$ cat src/rtl/uart_tx_frame_if.sv
// Parallel-word offer and serial-line status between the TX controller and the UART framer.
interface uart_tx_frame_if #(
  parameter int DATA_WIDTH = 8
);
  logic [DATA_WIDTH-1:0] p_data;
  logic                  data_valid;
  logic                  par_en;
  logic                  par_typ;
  logic                  tx_out;
  logic                  busy;

  modport master (
    output p_data, data_valid, par_en, par_typ,
    input  tx_out, busy
  );

  modport slave (
    input  p_data, data_valid, par_en, par_typ,
    output tx_out, busy
  );
endinterface

$ cat src/rtl/uart_tx_frame.sv
// UART transmit framer: start bit, DATA_WIDTH data bits LSB first, optional parity, one stop bit.
// One clk period is one bit time; tx_out and busy come straight from flops.
module uart_tx_frame #(
  parameter int DATA_WIDTH = 8
) (
  input  logic            clk,
  input  logic            rst,
  uart_tx_frame_if.slave  io_tx
);

  typedef enum logic [2:0] {
    IDLE,
    START,
    DATA,
    PARITY,
    STOP
  } state_t;

  localparam int CW = (DATA_WIDTH > 2) ? $clog2(DATA_WIDTH) : 1;
  localparam logic [CW-1:0] LAST_BIT = CW'(DATA_WIDTH - 1);

  state_t                r_state;
  logic [DATA_WIDTH-1:0] r_shift;
  logic [CW-1:0]         r_cnt;
  logic                  r_par_en;
  logic                  r_par_bit;
  logic                  r_tx;
  logic                  r_busy;

  state_t                w_state;
  logic [DATA_WIDTH-1:0] w_shift;
  logic [CW-1:0]         w_cnt;
  logic                  w_par_en;
  logic                  w_par_bit;
  logic                  w_tx;
  logic                  w_busy;

  always_ff @(posedge clk or negedge rst) begin
    if (!rst) begin
      r_state   <= IDLE;
      r_shift   <= '0;
      r_cnt     <= '0;
      r_par_en  <= 1'b0;
      r_par_bit <= 1'b0;
      r_tx      <= 1'b1;
      r_busy    <= 1'b0;
    end else begin
      r_state   <= w_state;
      r_shift   <= w_shift;
      r_cnt     <= w_cnt;
      r_par_en  <= w_par_en;
      r_par_bit <= w_par_bit;
      r_tx      <= w_tx;
      r_busy    <= w_busy;
    end
  end

  // Next-state logic computes the bit each state's successor must show, so tx_out is already valid on entry.
  always_comb begin
    w_state   = r_state;
    w_shift   = r_shift;
    w_cnt     = r_cnt;
    w_par_en  = r_par_en;
    w_par_bit = r_par_bit;
    w_tx      = r_tx;
    w_busy    = r_busy;
    case (r_state)
      IDLE: begin
        w_tx   = 1'b1;
        w_busy = 1'b0;
        if (io_tx.data_valid) begin
          w_shift   = io_tx.p_data;
          w_par_en  = io_tx.par_en;
          w_par_bit = io_tx.par_typ ? ~^io_tx.p_data : ^io_tx.p_data;
          w_cnt     = '0;
          w_state   = START;
          w_tx      = 1'b0;
          w_busy    = 1'b1;
        end
      end
      START: begin
        w_tx    = r_shift[0];
        w_shift = r_shift >> 1;
        w_cnt   = '0;
        w_state = DATA;
      end
      DATA: begin
        if (r_cnt == LAST_BIT) begin
          if (r_par_en) begin
            w_state = PARITY;
            w_tx    = r_par_bit;
          end else begin
            w_state = STOP;
            w_tx    = 1'b1;
          end
        end else begin
          w_cnt   = r_cnt + CW'(1);
          w_tx    = r_shift[0];
          w_shift = r_shift >> 1;
        end
      end
      PARITY: begin
        w_state = STOP;
        w_tx    = 1'b1;
      end
      STOP: begin
        w_state = IDLE;
        w_tx    = 1'b1;
        w_busy  = 1'b0;
      end
      default: begin
        w_state = IDLE;
        w_tx    = 1'b1;
        w_busy  = 1'b0;
      end
    endcase
  end

  assign io_tx.tx_out = r_tx;
  assign io_tx.busy   = r_busy;

endmodule
$ cat src/flat_wrapper.sv
// flat-port wrapper written by rule: the top's interface ports become plain ports
module uart_tx_frame_flat 
#(
  parameter int DATA_WIDTH = 8
)
  (clk, rst, io_tx_p_data, io_tx_data_valid, io_tx_par_en, io_tx_par_typ, io_tx_tx_out, io_tx_busy);
  uart_tx_frame_if #(.DATA_WIDTH(DATA_WIDTH)) io_tx_i ();
  input  logic clk;
  input  logic rst;
  input wire logic [$bits(io_tx_i.p_data)-1:0] io_tx_p_data;
  input wire logic [$bits(io_tx_i.data_valid)-1:0] io_tx_data_valid;
  input wire logic [$bits(io_tx_i.par_en)-1:0] io_tx_par_en;
  input wire logic [$bits(io_tx_i.par_typ)-1:0] io_tx_par_typ;
  output wire logic [$bits(io_tx_i.tx_out)-1:0] io_tx_tx_out;
  output wire logic [$bits(io_tx_i.busy)-1:0] io_tx_busy;
  assign io_tx_i.p_data = io_tx_p_data;
  assign io_tx_i.data_valid = io_tx_data_valid;
  assign io_tx_i.par_en = io_tx_par_en;
  assign io_tx_i.par_typ = io_tx_par_typ;
  assign io_tx_tx_out = io_tx_i.tx_out;
  assign io_tx_busy = io_tx_i.busy;
  uart_tx_frame #(.DATA_WIDTH(DATA_WIDTH)) u_core (.clk(clk), .rst(rst), .io_tx(io_tx_i));
endmodule
$ cat config.mk
export PLATFORM = sky130hd
export DESIGN_NAME = uart_tx_frame_flat
export DESIGN_NICKNAME = d
export VERILOG_FILES = /design/src/rtl/uart_tx_frame_if.sv /design/src/rtl/uart_tx_frame.sv /design/src/flat_wrapper.sv
export SDC_FILE = /design/constraint.sdc
export NUM_CORES = 1
export LEC_CHECK = 0
export BUFFER_PORTS_ARGS = -buffer_cell sky130_fd_sc_hd__buf_4
export CORE_ASPECT_RATIO = 0.9
export CORE_UTILIZATION = 58
export DETAILED_ROUTE_END_ITERATION = 8
export PLACE_DENSITY = 0.79
export SYNTH_ARGS = -nofsm -noshare
export SYNTH_HDL_FRONTEND = slang
export SYNTH_SLANG_ARGS = --single-unit
$ cat constraint.sdc
create_clock -name clk -period 5.05 [get_ports clk]
set_input_delay 0 -clock clk [delete_from_list [all_inputs] [get_ports clk]]
set_output_delay 0 -clock clk [all_outputs]
set_load 0.005 [all_outputs]
Yosys cells after proc, flatten, opt, wreduce, memory -nomap -nowiden
Index checks and enable logic that the tools add are counted.
{"block": "word_totals", "ff_bits": 18, "in_bits": 13, "output_inout_bits": 2}
{"block": "classes", "addsub": 1, "eq_ne": 7, "n_mux": 17, "n_reduce_logical": 8}
{"operator": "8-bit case mux with 3 select lines", "count": 1}
{"operator": "8-bit two-way mux", "count": 2}
{"operator": "3-bit two-way mux", "count": 5}
{"operator": "3-bit case mux with 4 select lines", "count": 1}
{"operator": "3-bit case mux with 3 select lines", "count": 1}
{"operator": "8-bit XNOR reduction", "count": 1}
{"operator": "8-bit XOR reduction", "count": 1}
{"operator": "3-bit by 2-bit == test with 1-bit output, second input constant", "count": 2}
{"operator": "1-bit two-way mux", "count": 5}
{"operator": "2-bit inequality test, second input constant", "count": 2}
{"operator": "2-bit AND reduction", "count": 2}
{"operator": "3-bit by 1-bit adder with 3-bit output, second input constant", "count": 1}
{"operator": "3-bit by 1-bit == test with 1-bit output, second input constant", "count": 1}
{"operator": "3-bit == test, second input constant", "count": 1}
{"operator": "3-bit zero test", "count": 1}
{"operator": "1-bit case mux with 3 select lines", "count": 1}
{"operator": "3-bit AND reduction", "count": 1}
{"operator": "3-bit nonzero test", "count": 1}
{"operator": "3-bit OR reduction", "count": 1}
{"operator": "2-bit by 1-bit inequality test with 1-bit output, second input constant", "count": 1}
{"operator": "1-bit case mux with 2 select lines", "count": 1}

Longest topological paths before layout
{"block": "logic_depth", "ltp_word": 3, "mapped_depth": 7}

Worst setup path before layout
No wires, ideal clock.
{"block": "synth_path", "kind": "register -> register", "startpoint": "reg u_core.r_cnt[0]", "endpoint": "reg u_core.r_cnt[0]", "arrival_ps": 1609, "t_required_ps": 4925, "setup_slack_ps": 3316, "stages_incl_launch_ff": 6, "path_buffers": 0, "synth_period_minus_slack_ps": 1734, "cell_sequence": "dfrtp_1 > ha_1 > ha_1 > or2_1 > a211o_1 > mux2_2"}
{"block": "synth_via", "elab_chain_len": 3, "elab_cells_between_ends": 6, "cone_classes": "add/sub (1); eq/ne (2); mux (2); reduce/logical (1)"}
{"item": "start, declared", "line_no": "uart_tx_frame.sv:24", "source": "logic [CW-1:0] r_cnt;"}
{"item": "start signal, assigned", "line_no": "uart_tx_frame.sv:50", "source": "r_cnt <= w_cnt;"}
{"item": "3-bit by 1-bit adder with 3-bit output or 3-bit == test (tied branches)", "line_no": "uart_tx_frame.sv:97, uart_tx_frame.sv:88"}
{"item": "3-bit two-way mux or 2-bit inequality test (tied branches)"}
{"item": "3-bit case mux with 3 select lines or 3-bit AND reduction (tied branches)"}
Parallel ways exist; a longest one is shown, timed or not. The select of a mux whose other input is x is not followed.
A chain may end at the register's enable or synchronous reset.

Worst setup path after layout
{"block": "layout_path", "startpoint": "reg u_core.r_cnt[0]", "endpoint": "reg u_core.r_shift[4]"}
{"block": "layout_via", "elab_chain_len": 3}
{"item": "3-bit == test", "line_no": "uart_tx_frame.sv:88", "source": "if (r_cnt == LAST_BIT) begin"}
{"item": "2-bit inequality test (no source line)"}
{"item": "3-bit AND reduction (no source line)"}
{"item": "end signal, assigned", "line_no": "uart_tx_frame.sv:49", "source": "r_shift <= w_shift;"}
{"item": "end, declared", "line_no": "uart_tx_frame.sv:23", "source": "logic [DATA_WIDTH-1:0] r_shift;"}
No other way between the ends.

==> results_dict.tcl <==
set metrics [dict create \
    cts-buffers-inserted 3 \
    crit_path_start "u_core.r_cnt[0]" \
    netlist.area_leader.share_pct 44.21 \
    antenna_found_initial 0 \
    r2r-start "u_core.r_cnt[0]" \
    dp_hpwl_um 1228 \
    comb_power_share_pct 46.5 \
    die_h_um 40.64 \
    post-synth-top-area-cell "dfrtp_1" \
    crit_chain "ha_1 -> ha_1 -> or2_1 -> a211oi_2 -> nor2_1 -> a21oi_2" \
    start_util_pct 64.30 \
    fin_setup_tns_ns 0 \
    hold_viol_final 0 \
    max_slew_margin_pct 44.17 \
    yosysWarnings 0 \
    power.switching_mw 0.2626 \
    pwr-share-seq_pct 42.2 \
    final_antenna_net_count 0 \
    syn_area_um2 962.2 \
    leakagePower_nw 0.5112 \
    drive_gt1_share_pct 24.53 \
    path_max_fanout 12 \
    p_int_mw 0.3987 \
    synth-edff-count 0 \
    wirelength_um 1682 \
    grt_util_all_layers_pct 22.54 \
    dieWidth_um 44.94 \
    synth_cells 89 \
    netlist-cell-type-count 29 \
    clkPwrFrac_pct 11.2 \
    period_needed_ns 2.103 \
    grt_pass1_vias 593 \
    cpPeakStageDelay_ns 0.73 \
    clkSinkCount 18 \
    seq_area_um2 451.7 \
    placed_area_mm2 0.001071 \
    synth.net_count 104 \
    powerDensity_mw_per_mm2 586.5 \
    reg2reg_to "u_core.r_shift[4]" \
    drtPass1Iterations 5 \
    finalCritPeriodShare_pct 41.64 \
    whs_ns 0.02660 \
    io_buffers 14 \
    rsz0062_at_grt "no" \
    htree_levels 1 \
    synth_mux_area_share_pct 10.66 \
    synth_top_family_by_area "compound AO/OA/AOI/OAI gates" \
    cts_resized 0 \
    core.rowCount 13 \
    critPathMostFrequentCell "ha_1" \
    slew_viol_final 0 \
    fmax_ghz 0.4755 \
    via_count 696 \
    hold_path.class "in2reg" \
    async_flop_share_pct 100.0 \
    clock_latency_ns 0.29 \
    top_layer "met4" \
    worst_pin_slew_ns 0.8359 \
    viasPerCell 5.438 \
    ys.flop_type "dfrtp_1" \
    clockBufferDepth 2 \
    r2r_cells 6 \
    synthTopCellsByArea "dfrtp_1, mux2i_1, xnor2_1" \
    end_kind "flop" \
    gp_congestion 0.7552 \
    n_fill_cell 117 \
    wl_met2_um 762 \
    route.detailed.drc 0 \
    slowest_stage "a211oi_2" \
    io-pin-count 15 \
    switching_share_pct 39.71 \
    grt_max_degree 19 \
    grt_overflow 0 \
    synth_compound_area_share_pct 15.34 \
    wire_per_inst_um 13.14 \
    worst-setup-path-type "reg2reg" \
    drv_cap 0 \
    drt_iter0_markers 21 \
    multi_input_area_um2 483.0 \
    syn_area_per_cell_um2 10.81 \
    crit_end "u_core.r_shift[4]" \
    ff2ff_setup_slack_ns 2.95 \
    yosys.area_share.simple_pct 12.87 \
    wl_met1_um 806 \
    cts_tree "done" \
    synthAdderAreaFrac_pct 2.601 \
    cp.arrival_ns 2.33 \
    peakVddDrop_v 0.0003450 \
    antennaDiodeCount 0 \
    required_ns 5.28 \
    core-area_mm2 0.001496 \
    postLayoutCellArea_mm2 0.001127 \
    ys_ff_latch 18 \
    start_kind "flop" \
    grt_pass1_wl_um 2766 \
    synth_xor_xnor_area_share_pct 8.713 \
    final-setup-viol-count 0 \
    outcome "finished, final reports clean" \
    skew_ns 0.004530 \
    clk_pin_slew_ns 0.10 \
    final_nets 122 \
    met3_length_um 91 \
    synth-seq-area-share_pct 46.94 \
    cts-root-buf "clkbuf_4" \
    syn_to_final_growth_pct 17.17 \
    dieArea_mm2 0.001826 \
]
-- through the flow --
step	setup slack, ns	util [%]	power (mW)	cells
2_1_floorplan	3.316	-	0.5275	89
3_3_place_gp	3.015	71.57	0.5757	121
3_5_place_dp	2.959	71.57	0.5893	121
4_1_cts	2.943	75.33	0.6649	128
5_1_grt	2.804	75.33	0.7094	128
6_report	2.947	75.33	0.6612	128
-- routing by layer --
layer | global-route usage, % | up-vias
met4 | 9.091 | 0
met5 | 0 | -
met1 | 31.62 | 323
met3 | 5.286 | 4
met2 | 34.06 | 21
li1 | - | 348
-- repair_timing --
item	in CTS	in global routing
buffers inserted	0	0
hold buffers	3	0
endpoints found under the setup margin	0	0
endpoints found under the hold margin	20	0
-- power groups by stage --
| stage | Clock, mW | Combinational [mW] | Sequential, mW |
|---|---|---|---|
| 4_1_cts | 0.0763 | 0.311 | 0.278 |
| 5_1_grt | 0.0815 | 0.339 | 0.289 |
| 2_1_floorplan | 0 | 0.278 | 0.250 |
| 3_3_place_gp | 0 | 0.297 | 0.278 |
| 3_5_place_dp | 0 | 0.308 | 0.281 |
| 6_report | 0.0743 | 0.308 | 0.279 |
-- area by class of cell --
class	instances	area share (%)
Inverter	1	0.3330
Clock buffer	4	2.331
Timing Repair Buffer	17	11.99
Tap cell	22	2.442
Multi-Input combinational cell	66	42.84
Sequential cell	18	40.07
-- critical path, delay by kind of cell, from the launching register on --
kind                       cells  cell delay (ns)
AOI/OAI and AO/OA              2             0.86
adders and majority gates      2             0.42
DFF                            1             0.40
and+or+nand+nor                2             0.36
-- placed cells by master (no fill, tap or decap) --
master and instances:
buf_4 14, nand2b_1 1, nor2_4 1, mux2_2 2, clkbuf_4 3, a211oi_2 1
xor2_1 1, o21bai_1 1, mux2i_1 8, xnor3_1 1, ha_1 2, nor2_1 9
o32a_1 1, inv_1 1, clkbuf_1 1, nor2b_1 2, nand2_1 5, a21oi_1 5
dfrtp_1 17, a31oi_1 1, dlygate4sd3_1 3, dfstp_2 1, a211o_1 1, or2_1 1
a21oi_2 4, xnor2_1 6, a22o_1 2, nor3_1 4, nor3b_1 2, o21ai_0 5
-- sequential cells by signal (all words and copies together) (netlist names) --
name                 flops
u_core.r_state           3
u_core.r_par_bit         1
u_core.io_tx.tx_out      1
u_core.r_shift           8
u_core.io_tx.busy        1
u_core.r_cnt             3
u_core.r_par_en          1
-- how the worst min path moves through the flow --
stage	from	end	slack (ns)	depth (start not counted)
2_1_floorplan	rst	u_core.io_tx.busy	-0.30	0
3_3_place_gp	rst	u_core.r_shift[0]	-0.12	1
3_5_place_dp	rst	u_core.r_shift[1]	-0.12	1
4_1_cts	io_tx_p_data[4]	u_core.r_shift[4]	0.02	3
5_1_grt	io_tx_p_data[7]	u_core.r_shift[7]	0.02	3
6_report	io_tx_p_data[1]	u_core.r_shift[1]	0.03	3
-- cell usage after synthesis (all sizes together), types with 4 or more instances --
cell and instances:
a21oi 9, dfrtp 17, mux2i 8, nand2 5, nor2 10, nor3 4
o21ai 5, xnor2 6
-- kinds of logic after synthesis --
logic type	count (synthesis)
buffers and inverters	5
AO/OA/AOI/OAI	21
flip-flops	18
XOR/XNOR	8
AND/OR/NAND/NOR	25
adder cells (fa/ha/maj)	2
multiplexers	10
No activity file was read; power rests on OpenSTA's default activity.
